## config.mk

```make
export PLATFORM = sky130hd
export DESIGN_NAME = rf_cmd_ctrl_flat
export DESIGN_NICKNAME = d
export VERILOG_FILES = /design/src/rtl/rf_cmd_pkg.sv /design/src/rtl/rf_cmd_ctrl_if.sv /design/src/rtl/rf_cmd_timeout.sv /design/src/rtl/rf_cmd_ctrl.sv /design/src/flat_wrapper.sv
export SDC_FILE = /design/constraint.sdc
export NUM_CORES = 1
export LEC_CHECK = 0
export ABC_AREA = 1
export BUFFER_PORTS_ARGS = -buffer_cell sky130_fd_sc_hd__buf_2
export CELL_PAD_IN_SITES_DETAIL_PLACEMENT = 1
export CELL_PAD_IN_SITES_GLOBAL_PLACEMENT = 1
export CORE_UTILIZATION = 34
export CTS_CLUSTER_DIAMETER = 60
export DETAILED_ROUTE_END_ITERATION = 10
export MAX_ROUTING_LAYER = met4
export PLACE_DENSITY = 0.78
export SLEW_MARGIN = 10
export SYNTH_ARGS = -nofsm -noshare
export SYNTH_HDL_FRONTEND = slang
export SYNTH_SLANG_ARGS = --single-unit
```

## constraint.sdc

```tcl
create_clock -name clk -period 1.8 [get_ports clk]
set_input_delay 0.27 -clock clk [delete_from_list [all_inputs] [get_ports clk]]
set_output_delay 0.27 -clock clk [all_outputs]
set_load 0.05 [all_outputs]
```

## src/rtl/rf_cmd_pkg.sv

```systemverilog
// Shared definitions for the register-file command controller:
// frame opcodes, the error response code and the parser FSM states.
package rf_cmd_pkg;

  localparam logic [7:0] CMD_WR   = 8'hAA;
  localparam logic [7:0] CMD_RD   = 8'hBB;
  localparam logic [7:0] ERR_CODE = 8'hEE;

  typedef enum logic [2:0] {
    IDLE     = 3'd0,
    WR_ADDR  = 3'd1,
    WR_DATA  = 3'd2,
    RD_ADDR  = 3'd3,
    RD_ISSUE = 3'd4,
    RD_WAIT  = 3'd5,
    TX_SEND  = 3'd6
  } state_t;

  // States that are in the middle of collecting frame bytes.
  function automatic logic in_frame(state_t s);
    return (s == WR_ADDR) || (s == WR_DATA) || (s == RD_ADDR);
  endfunction

  // States in which incoming bytes cannot be parsed and are dropped.
  function automatic logic is_busy(state_t s);
    return (s == RD_ISSUE) || (s == RD_WAIT) || (s == TX_SEND);
  endfunction

endpackage

```

## src/rtl/rf_cmd_ctrl_if.sv

```systemverilog
// Bundle of the UART-side and register-file-side signals of rf_cmd_ctrl.
//
// Handshake semantics:
//   rx_valid  : one-cycle strobe, no backpressure; rx_data valid only in that cycle.
//   tx_valid/tx_ready : tx_data is transferred on every cycle where both are
//     high; once tx_valid rises, tx_valid and tx_data stay stable until that
//     transfer cycle, and tx_valid is low the cycle after the transfer.
//   rf_wr_en/rf_rd_en : one-cycle strobes, never high together; rf_rd_data is
//     valid the cycle after rf_rd_en.
interface rf_cmd_ctrl_if #(
  parameter int DATA_WIDTH = 8,
  parameter int ADDR_WIDTH = 4
);
  logic [DATA_WIDTH-1:0] rx_data;
  logic                  rx_valid;
  logic                  rf_wr_en;
  logic                  rf_rd_en;
  logic [ADDR_WIDTH-1:0] rf_addr;
  logic [DATA_WIDTH-1:0] rf_wr_data;
  logic [DATA_WIDTH-1:0] rf_rd_data;
  logic [DATA_WIDTH-1:0] tx_data;
  logic                  tx_valid;
  logic                  tx_ready;
  logic                  rx_drop;

  // Controller side.
  modport master (
    input  rx_data, rx_valid, rf_rd_data, tx_ready,
    output rf_wr_en, rf_rd_en, rf_addr, rf_wr_data, tx_data, tx_valid, rx_drop
  );

  // UART / register-file side.
  modport slave (
    output rx_data, rx_valid, rf_rd_data, tx_ready,
    input  rf_wr_en, rf_rd_en, rf_addr, rf_wr_data, tx_data, tx_valid, rx_drop
  );
endinterface

```

## src/rtl/rf_cmd_timeout.sv

```systemverilog
// Loadable down-counter used to abort stalled partial frames.
// expire_o is high while enabled, not loading, and the count has run out.
module rf_cmd_timeout #(
  parameter int WIDTH = 13
) (
  input  logic             clk,
  input  logic             rst,
  input  logic             load_i,
  input  logic             en_i,
  input  logic [WIDTH-1:0] load_val_i,
  output logic             expire_o
);
  logic [WIDTH-1:0] cnt_q;

  // Reload on demand, otherwise count down to zero while enabled.
  always_ff @(posedge clk) begin
    if (rst) begin
      cnt_q <= '0;
    end else if (load_i) begin
      cnt_q <= load_val_i;
    end else if (en_i && (cnt_q != '0)) begin
      cnt_q <= cnt_q - 1'b1;
    end
  end

  assign expire_o = en_i && !load_i && (cnt_q == '0);
endmodule

```

## src/rtl/rf_cmd_ctrl.sv

```systemverilog
// Byte-oriented command controller in front of the register file.
// Parses write (AA addr data) and read (BB addr) frames from the UART receive
// path, strobes the register file and returns read data / error code on tx.
// Optional feature: define RF_CMD_TIMEOUT_EN to abort partial frames after
// TIMEOUT_CYCLES idle cycles; without it a partial frame waits indefinitely.
module rf_cmd_ctrl
  import rf_cmd_pkg::*;
#(
  parameter int DATA_WIDTH     = 8,
  parameter int ADDR_WIDTH     = 4,
  parameter int RF_DEPTH       = 8,
  parameter int TIMEOUT_CYCLES = 4096
) (
  input  logic            clk,
  input  logic            rst,
  rf_cmd_ctrl_if.master   bus,
  output state_t          dbg_state_o
);

  localparam logic [ADDR_WIDTH:0]   DEPTH_C  = (ADDR_WIDTH+1)'(RF_DEPTH);
  localparam logic [DATA_WIDTH-1:0] CMD_WR_C = DATA_WIDTH'(CMD_WR);
  localparam logic [DATA_WIDTH-1:0] CMD_RD_C = DATA_WIDTH'(CMD_RD);
  localparam logic [DATA_WIDTH-1:0] ERR_C    = DATA_WIDTH'(ERR_CODE);

  // Reject parameter sets the address decode cannot represent.
  if (RF_DEPTH < 1 || RF_DEPTH > (1 << ADDR_WIDTH) || DATA_WIDTH <= ADDR_WIDTH ||
      TIMEOUT_CYCLES < 2) begin : g_param_err
    $error("rf_cmd_ctrl: unsupported parameter combination");
  end

  state_t                state_q;
  logic                  wr_en_q;
  logic                  rd_en_q;
  logic [ADDR_WIDTH-1:0] addr_q;
  logic                  addr_ok_q;
  logic [DATA_WIDTH-1:0] wr_data_q;
  logic [DATA_WIDTH-1:0] tx_data_q;
  logic                  tx_valid_q;
  logic                  addr_ok;
  logic                  tmo_expire;

  // Address byte is valid when its upper bits are clear and it is in range.
  assign addr_ok = ((bus.rx_data >> ADDR_WIDTH) == '0) &&
                   ({1'b0, bus.rx_data[ADDR_WIDTH-1:0]} < DEPTH_C);

`ifdef RF_CMD_TIMEOUT_EN
  localparam int TMO_W = $clog2(TIMEOUT_CYCLES + 1);
  logic tmo_en;
  assign tmo_en = in_frame(state_q);

  rf_cmd_timeout #(.WIDTH(TMO_W)) u_timeout (
    .clk        (clk),
    .rst        (rst),
    .load_i     (bus.rx_valid || !tmo_en),
    .en_i       (tmo_en),
    .load_val_i (TMO_W'(TIMEOUT_CYCLES - 1)),
    .expire_o   (tmo_expire)
  );
`else
  assign tmo_expire = 1'b0;
`endif

  // Frame parser and response sequencer; all outputs are registered here.
  always_ff @(posedge clk) begin
    if (rst) begin
      state_q    <= IDLE;
      wr_en_q    <= 1'b0;
      rd_en_q    <= 1'b0;
      addr_q     <= '0;
      addr_ok_q  <= 1'b0;
      wr_data_q  <= '0;
      tx_data_q  <= '0;
      tx_valid_q <= 1'b0;
    end else begin
      wr_en_q <= 1'b0;
      rd_en_q <= 1'b0;
      case (state_q)
        IDLE: begin
          if (bus.rx_valid) begin
            if (bus.rx_data == CMD_WR_C)      state_q <= WR_ADDR;
            else if (bus.rx_data == CMD_RD_C) state_q <= RD_ADDR;
          end
        end
        WR_ADDR: begin
          if (bus.rx_valid) begin
            addr_q    <= bus.rx_data[ADDR_WIDTH-1:0];
            addr_ok_q <= addr_ok;
            state_q   <= WR_DATA;
          end else if (tmo_expire) begin
            state_q <= IDLE;
          end
        end
        WR_DATA: begin
          if (bus.rx_valid) begin
            wr_data_q <= bus.rx_data;
            wr_en_q   <= addr_ok_q;
            state_q   <= IDLE;
          end else if (tmo_expire) begin
            state_q <= IDLE;
          end
        end
        RD_ADDR: begin
          if (bus.rx_valid) begin
            addr_q <= bus.rx_data[ADDR_WIDTH-1:0];
            if (addr_ok) begin
              rd_en_q <= 1'b1;
              state_q <= RD_ISSUE;
            end else begin
              tx_data_q  <= ERR_C;
              tx_valid_q <= 1'b1;
              state_q    <= TX_SEND;
            end
          end else if (tmo_expire) begin
            state_q <= IDLE;
          end
        end
        RD_ISSUE: state_q <= RD_WAIT;
        RD_WAIT: begin
          tx_data_q  <= bus.rf_rd_data;
          tx_valid_q <= 1'b1;
          state_q    <= TX_SEND;
        end
        TX_SEND: begin
          if (bus.tx_ready) begin
            tx_valid_q <= 1'b0;
            state_q    <= IDLE;
          end
        end
        default: state_q <= IDLE;
      endcase
    end
  end

  assign bus.rf_wr_en   = wr_en_q;
  assign bus.rf_rd_en   = rd_en_q;
  assign bus.rf_addr    = addr_q;
  assign bus.rf_wr_data = wr_data_q;
  assign bus.tx_data    = tx_data_q;
  assign bus.tx_valid   = tx_valid_q;
  // Drop indication must coincide with the discarded byte, so it is combinational.
  assign bus.rx_drop    = !rst && bus.rx_valid && is_busy(state_q);
  assign dbg_state_o    = state_q;

endmodule

```

## src/flat_wrapper.sv

```systemverilog
// flat-port wrapper written by rule: the top's interface ports become plain ports
module rf_cmd_ctrl_flat import rf_cmd_pkg::*;
#(
  parameter int DATA_WIDTH     = 8,
  parameter int ADDR_WIDTH     = 4,
  parameter int RF_DEPTH       = 8,
  parameter int TIMEOUT_CYCLES = 4096
)
  (clk, rst, dbg_state_o, bus_rx_data, bus_rx_valid, bus_rf_rd_data, bus_tx_ready, bus_rf_wr_en, bus_rf_rd_en, bus_rf_addr, bus_rf_wr_data, bus_tx_data, bus_tx_valid, bus_rx_drop);
  rf_cmd_ctrl_if #(.DATA_WIDTH(DATA_WIDTH), .ADDR_WIDTH(ADDR_WIDTH)) bus_i ();
  input  logic clk;
  input  logic rst;
  output state_t dbg_state_o;
  input wire logic [$bits(bus_i.rx_data)-1:0] bus_rx_data;
  input wire logic [$bits(bus_i.rx_valid)-1:0] bus_rx_valid;
  input wire logic [$bits(bus_i.rf_rd_data)-1:0] bus_rf_rd_data;
  input wire logic [$bits(bus_i.tx_ready)-1:0] bus_tx_ready;
  output wire logic [$bits(bus_i.rf_wr_en)-1:0] bus_rf_wr_en;
  output wire logic [$bits(bus_i.rf_rd_en)-1:0] bus_rf_rd_en;
  output wire logic [$bits(bus_i.rf_addr)-1:0] bus_rf_addr;
  output wire logic [$bits(bus_i.rf_wr_data)-1:0] bus_rf_wr_data;
  output wire logic [$bits(bus_i.tx_data)-1:0] bus_tx_data;
  output wire logic [$bits(bus_i.tx_valid)-1:0] bus_tx_valid;
  output wire logic [$bits(bus_i.rx_drop)-1:0] bus_rx_drop;
  assign bus_i.rx_data = bus_rx_data;
  assign bus_i.rx_valid = bus_rx_valid;
  assign bus_i.rf_rd_data = bus_rf_rd_data;
  assign bus_i.tx_ready = bus_tx_ready;
  assign bus_rf_wr_en = bus_i.rf_wr_en;
  assign bus_rf_rd_en = bus_i.rf_rd_en;
  assign bus_rf_addr = bus_i.rf_addr;
  assign bus_rf_wr_data = bus_i.rf_wr_data;
  assign bus_tx_data = bus_i.tx_data;
  assign bus_tx_valid = bus_i.tx_valid;
  assign bus_rx_drop = bus_i.rx_drop;
  rf_cmd_ctrl #(.DATA_WIDTH(DATA_WIDTH), .ADDR_WIDTH(ADDR_WIDTH), .RF_DEPTH(RF_DEPTH), .TIMEOUT_CYCLES(TIMEOUT_CYCLES)) u_core (.clk(clk), .rst(rst), .bus(bus_i), .dbg_state_o(dbg_state_o));
endmodule
```

==> summary.txt, run 1 <==
Status
  – Outcome: finished, final reports clean

Clock network
  – CTS tree: yes
  – # H-tree levels: 1
  – CTS Buffer Depth: 2
  – Cts hold-fix bufs: 0
  – Root Driver: clkbuf_4
  – Reg clk slew, reported paths: roughly 0.16 ns
  – Clock Latency Late Sink: roughly 0.33 ns
  – CTS Sinks: 27
  – Number of CTS-inserted buffers: 3

Cells and area
  – Commonest non-fill, non-tap cell in the layout: buf_2
  – Final instance area: around 1500 sq um
  – Share of cells above drive strength 1: a little under a third
  – Ant diodes: 0
  – Commonest non-fill, non-tap cells in the layout: buf_2, nand2_1, dfxtp_1
  – Area grow syn2layout: 29.99%
  – Final Non-Filler Cells: 253
  – Nets: 230

Logic synthesis
  – Syn Nets: 178
  – Unique masters post-synth: 18
  – Synth area leader: dfxtp_1
  – Share of the synthesized area in the top cell type: a little under half
  – Main area contributors after synthesis: dfxtp_1, o21ai_0, nand2_1, a21oi_1, inv_1
  – Synth Cell Area: 1147 sq um
  – YS warnings: 0
  – Seq/Total Area, Yosys: 47.11%
  – Mean Syn Cell Area: between 7 and 8 sq um
  – FF+latch count, synth: 27
  – Synth Instances: approximately 160

GRT
  – First-pass GRT wire length: 5.050 mm
  – Grt ovf: 0
  – GRT Util Overall: a little under a fifth
  – Initial antenna violation count: 0
  – Vias in the first global route: between 1000 and 1500
  – Largest net degree at the start of global routing: 23

Min path
  – Hold path depth: 2
  – Hold_sp: rst
  – Hold Crit Class: input port to flip-flop

Flow run
  – Max_cap viols: 0

STA
  – Final Max Slew Viols: 0
  – Worst slew pin tran: roughly 0.33 ns
  – Setup Skew: ~0.0044 ns
  – Final min period: between 1.5 and 2 ns
  – Hold Slack: roughly 0.16 ns
  – Peak Freq: between 500 and 600 MHz
  – Final worst-path setup slack: about 0.11 ns
  – TNS Setup: 0 ns
  – Max-Slew Margin vs Limit: 77.68%
  – Hold Fails Final Rpt: 0
  – Final setup violation count: 0
  – Final period util: between 90% and 100%

Floorplan
  – Die ar.: roughly 3600 sq um
  – Initial core utilization: ~37%
  – Chip height: between 60 and 70 microns
  – Core area: roughly 3100 sq um
  – Boundary Pins: 47
  – Die Span X: roughly 60 microns
  – Std cell rows: 20

Worst setup path
  – Crit Path Max Fanout: 5
  – WP data required: around 1.5 ns
  – CP Cell Sequence: inv_1 -> nor2_4 -> nand2_1 -> nand2_1 -> nand3_1 -> inv_1 -> buf_6
  – Setup crit start kind: flip-flop
  – WS Path Type: flip-flop to primary output
  – Worst Path Arrival: approximately 1.4 ns
  – Worst Reg-to-Reg Cells: 5
  – R2r startpoint: u_core.dbg_state_o[0]
  – Worst setup EP type: primary output
  – Critical Path Max Stage Delay: between 0.3 and 0.4 ns
  – Worst path slowest cell: dfxtp_2
  – Setup crit start: u_core.dbg_state_o[1]

Place
  – DP Area: ~1400 sq um
  – Post-Place Setup Slack: ~0.32 ns
  – Placed insts: approximately 250
  – PortBufs: 46
  – Detailed placer's ending HPWL: 2.409 mm
  – Placer congestion estimate: just under 0.9

Routing
  – Post-DRT Antenna Nets: 0
  – Routed wire length: ~3.1 mm
  – Vias per cell: around 4.8
  – Via count: 1223
  – # DRC: 0
  – DR iter-0 viols: 29
  – Initial DRT Pass Iterations: 4
  – Wire per inst: 12.43 microns

Power
  – Leak pwr: 0.0007561 uW
  – Peak VDD IR: just under 0.0003 V
  – Power per Cell Area: just over 800 nW/um^2
## flip-flops by register name (all words and copies together), names as in the netlist
register / count
u_core.bus.rf_addr: 4
u_core.dbg_state_o: 3
u_core.addr_ok_q: 1
u_core.bus.rf_wr_en: 1
u_core.bus.rf_wr_data: 8
u_core.bus.rf_rd_en: 1
u_core.bus.tx_valid: 1
u_core.bus.tx_data: 8
## power by group
group | internal (uW) | total [uW] | switching, uW | leakage [uW]
combinational | 78.2 | 274 | 196 | 0.000518
clock | 90.7 | 289 | 198 | 0.0000183
sequential | 625 | 645 | 19.8 | 0.000220
## final cells by class
class / instances / area [sq um]
Tap cell: 44 / 55.05
Clock buffer: 3 / 22.52
Inverter: 26 / 97.59
Clock inverter: 1 / 8.758
Timing Repair Buffer: 50 / 266.5
Multi-Input combinational cell: 102 / 495.5
Fill cell: 428 / 1637
Sequential cell: 27 / 545.5
## cells in the mapped netlist, drive strengths merged
library cell / instances
o21ai: 20
nor3: 3
clkbuf: 2
nor2: 22
dfxtp: 27
nand2: 27
a21oi: 19
inv: 26
buf: 1
nand3: 10
a31oi: 1
## metrics by stage
| step | total power (uW) | utilization (%) |
|---|---|---|
| after floorplan | 840.0 | - |
| after global placement | 908.7 | 45.48 |
| after detailed placement | 918.1 | 45.48 |
| after CTS | 1205 | 46.60 |
| after global routing | 1263 | 47.68 |
| final | 1207 | 47.68 |
## timing repair
item,in CTS,in global routing
pin swaps,0,1
setup endpoints to repair,1,1
resized for setup,2,3
buffers inserted,0,3
## path summary, 6_finish.rpt
path                                              end  slack [ns]
worst max-delay path                      bus_rx_drop        0.11
worst min-delay path            u_core.dbg_state_o[2]        0.16
worst max register to register       u_core.addr_ok_q        0.33
worst min register to register  u_core.bus.tx_data[2]        0.46
## critical path: cells and delay by family (launching register included)
kind	cells	cell delay, ns
DFF	1	0.38
and+or+nand+nor	4	0.38
buffers and inverters	3	0.33
## metal layers
layer / track usage [%] / vias up / routed length, microns
li1: - / 604 / -
met1: 22.02 / 581 / 1378
met2: 32.70 / 32 / 1566
met3: 3.030 / 6 / 146
met4: 7.309 / 0 / 54
met5: - / - / 0
## cell families (layout without fill, tap and decap cells)
group           Yosys count  count (layout)  synth area share, %
simple gates             62              62                24.86
buf+inv                  29              80                10.14
compound gates           40              40                17.89
flops                    27              27                47.11
Power figures use the tool's default switching activity.
==> run 2, diff against run 1 <==
--- a/config.mk
+++ b/config.mk
@@ -14,6 +14,7 @@
 export DETAILED_ROUTE_END_ITERATION = 10
 export MAX_ROUTING_LAYER = met4
 export PLACE_DENSITY = 0.78
+export RECOVER_POWER = 25
 export SLEW_MARGIN = 10
 export SYNTH_ARGS = -nofsm -noshare
 export SYNTH_HDL_FRONTEND = slang
==> run 2 against run 1 <==
Sequential power about the same. Critical path depth unchanged. Power about the same. Utilization down 0.16 points. Worst setup slack about the same. Clock-buffer cell count unchanged. Hold slack worse by 0.0020 ns. Global-route usage unchanged. Clock power about the same. Design area down 0.34%. Highest routed layer unchanged.
==> summary.txt, run 2 (synthesis gave the netlist of run 1 again) <==
Worst setup path
  – CP delay by family, top: flip-flops (unchanged)
  – CP Cell Sequence: inv_1 -> nor2_4 -> nand2_1 -> nand2_1 -> nand3_1 -> inv_1 -> buf_6 (unchanged)
  – Worst setup EP type: primary output (unchanged)
  – Worst path slowest cell: dfxtp_2 (unchanged)
  – WP data required: 1.53 ns (about the same)
  – Critical Path Max Stage Delay: 0.38 ns (about the same)
  – Crit Path Max Fanout: 5 (unchanged)
  – R2r startpoint: u_core.dbg_state_o[0] (unchanged)
  – WS Path Type: flip-flop to primary output (unchanged)
  – CP bufs+invs: 3 (unchanged)
  – Worst Path Arrival: 1.42 ns (about the same)
  – Setup crit start kind: flip-flop (unchanged)
  – Setup crit start: u_core.dbg_state_o[1] (unchanged)

Power
  – Psw: 413.0 uW (was 413.7 uW)
  – Power per Cell Area: 811.8 nW/um^2 (was 809.6 nW/um^2)
  – Final Power: 1207 uW (about the same)
  – Internal power: 793.6 uW (was 793.7 uW)
  – Sequential Power Share: 53.4% (about the same)
  – Peak VDD IR: 0.0002886 V (about the same)
  – Leak pwr: 0.0007385 uW (was 0.0007561 uW)
  – Switching part of the total power: 34.23% (was 34.26%)
  – Comb power frac: 22.7% (about the same)
  – Clock share of power: 23.9% (about the same)

STA
  – Final setup violation count: 0 (unchanged)
  – Final Max Slew Viols: 0 (unchanged)
  – TNS Setup: 0 ns (unchanged)
  – Setup Skew: 0.002679 ns (was 0.004445 ns)
  – Peak Freq: 592.6 MHz (was 592.5 MHz)
  – Final min period: 1.688 ns (about the same)
  – Final period util: 93.75% (was 93.77%)
  – Worst slew pin tran: 0.6100 ns (was 0.3338 ns)
  – Max-Slew Margin vs Limit: 59.51% (was 77.68%)
  – Final worst-path setup slack: 0.1124 ns (was 0.1121 ns)
  – Hold Fails Final Rpt: 0 (unchanged)

Cells and area
  – Share of cells above drive strength 1: 29.19% (was 31.10%)
  – Nets: 230 (unchanged)
  – Commonest non-fill, non-tap cells in the layout: buf_2, nand2_1, dfxtp_1 (unchanged)
  – Commonest non-fill, non-tap cell in the layout: buf_2 (unchanged)
  – Area grow syn2layout: 29.55% (was 29.99%)
  – Ant diodes: 0 (unchanged)
  – Reg area: 545.5 sq um (unchanged)
  – Filler cell count: 430 (was 428)
  – Area of the multi-input gates: 495.5 sq um (unchanged)

Floorplan
  – Chip height: 60.09 microns (unchanged)
  – Core area: 3128 sq um (unchanged)
  – Initial core utilization: 36.68% (unchanged)
  – Boundary Pins: 47 (unchanged)
  – Std cell rows: 20 (unchanged)
  – Die Span X: 60.09 microns (unchanged)
  – Die ar.: 3611 sq um (unchanged)

GRT
  – Largest net degree at the start of global routing: 23 (unchanged)
  – Vias in the first global route: 1162 (unchanged)
  – Grt ovf: 0 (unchanged)
  – Initial antenna violation count: 0 (unchanged)
  – GRT Util Overall: 19.02% (unchanged)
  – First-pass GRT wire length: 5.050 mm (unchanged)

Clock network
  – Reg clk slew, reported paths: 0.16 ns (about the same)
  – Root Driver: clkbuf_4 (unchanged)
  – CTS Sinks: 27 (unchanged)
  – Number of CTS-inserted buffers: 3 (unchanged)
  – Clock Latency Late Sink: 0.33 ns (about the same)
  – # H-tree levels: 1 (unchanged)
  – CTS Buffer Depth: 2 (unchanged)
  – CTS tree: yes (unchanged)

Flow run
  – Max_cap viols: 0 (unchanged)

Place
  – Placer congestion estimate: 0.8653 (unchanged)
  – Detailed placer's ending HPWL: 2.409 mm (unchanged)
  – Post-Place Setup Slack: 0.3237 ns (unchanged)
  – PortBufs: 46 (unchanged)

Routing
  – Routed wire length: 3.147 mm (was 3.146 mm)
  – Wire per inst: 12.44 microns (was 12.43 microns)
  – Via count: 1214 (was 1223)
  – DR iter-0 viols: 29 (unchanged)
  – Vias per cell: 4.798 (was 4.834)
  – Initial DRT Pass Iterations: 6 (was 4)
  – # DRC: 0 (unchanged)
  – Post-DRT Antenna Nets: 0 (unchanged)

Min path
  – Hold_sp: rst (unchanged)
  – Hold Crit Class: input port to flip-flop (unchanged)

Status
  – Outcome: finished, final reports clean (unchanged)
==> run 2: cell count changes in the layout (fill, tap and decap cells not counted), sizes merged <==
cell    delta
buf        -4
clkbuf     +4
==> run 2: worst paths after layout <==
check	slack, ns	endpoint	depth (start not counted)
worst min-delay path	0.16	u_core.dbg_state_o[2]	2
worst min register to register	0.47	u_core.bus.tx_data[2]	2
worst max register to register	0.33	u_core.addr_ok_q	5
worst max-delay path	0.11	bus_rx_drop	7
==> run 2: what timing repair did <==
action / CTS / global route
setup endpoints to repair: 1 / 1
gates cloned: 0 / 0
resized for setup: 2 / 3
pin swaps: 0 / 1
hold buffers: 0 / 0
buffers inserted: 0 / 3
==> run 2: power by group through the flow <==
stage	Clock [uW]	Combinational, uW	Sequential [uW]
after CTS	298	262	646
after global placement	0	253	655
after global routing	316	300	648
after detailed placement	0	260	658
final	288	274	645
after floorplan	0	93.1	747
==> run 2: worst reg2reg max path, stage by stage (launching register included) <==
cell	delay (ns)
dfxtp_1	0.54
inv_1	0.14
nor3_4	0.34
nand2_1	0.12
o21ai_0	0.18
a21oi_1	0.06
==> run 2: area by class of cell <==
type	count	area share (%)
clock buffer	3	1.515
clock inverter	1	0.5892
inverter	26	6.566
multi-input combinational	102	33.33
sequential	27	36.70
tap	44	3.704
timing repair buffer	50	17.59
==> run 2: routing by layer <==
metal	track usage (%)	vias up	share of wire [%]
li1	-	604	-
met1	22.02	571	44
met2	32.70	33	50
met3	3.030	6	4.6
met4	7.309	0	1.7
met5	-	-	0
==> run 2: stage by stage <==
stage | area [sq um] | hold slack, ns | cells | util [%]
6_report | 1486 | 0.1572 | 253 | 47.52
5_1_grt | 1486 | 0.1536 | 253 | 47.52
4_1_cts | 1458 | 0.1521 | 250 | 46.60
3_5_place_dp | 1423 | 0.4445 | 246 | 45.48
3_3_place_gp | 1423 | 0.4327 | 246 | 45.48
2_1_floorplan | 1149 | 0.3391 | 158 | -
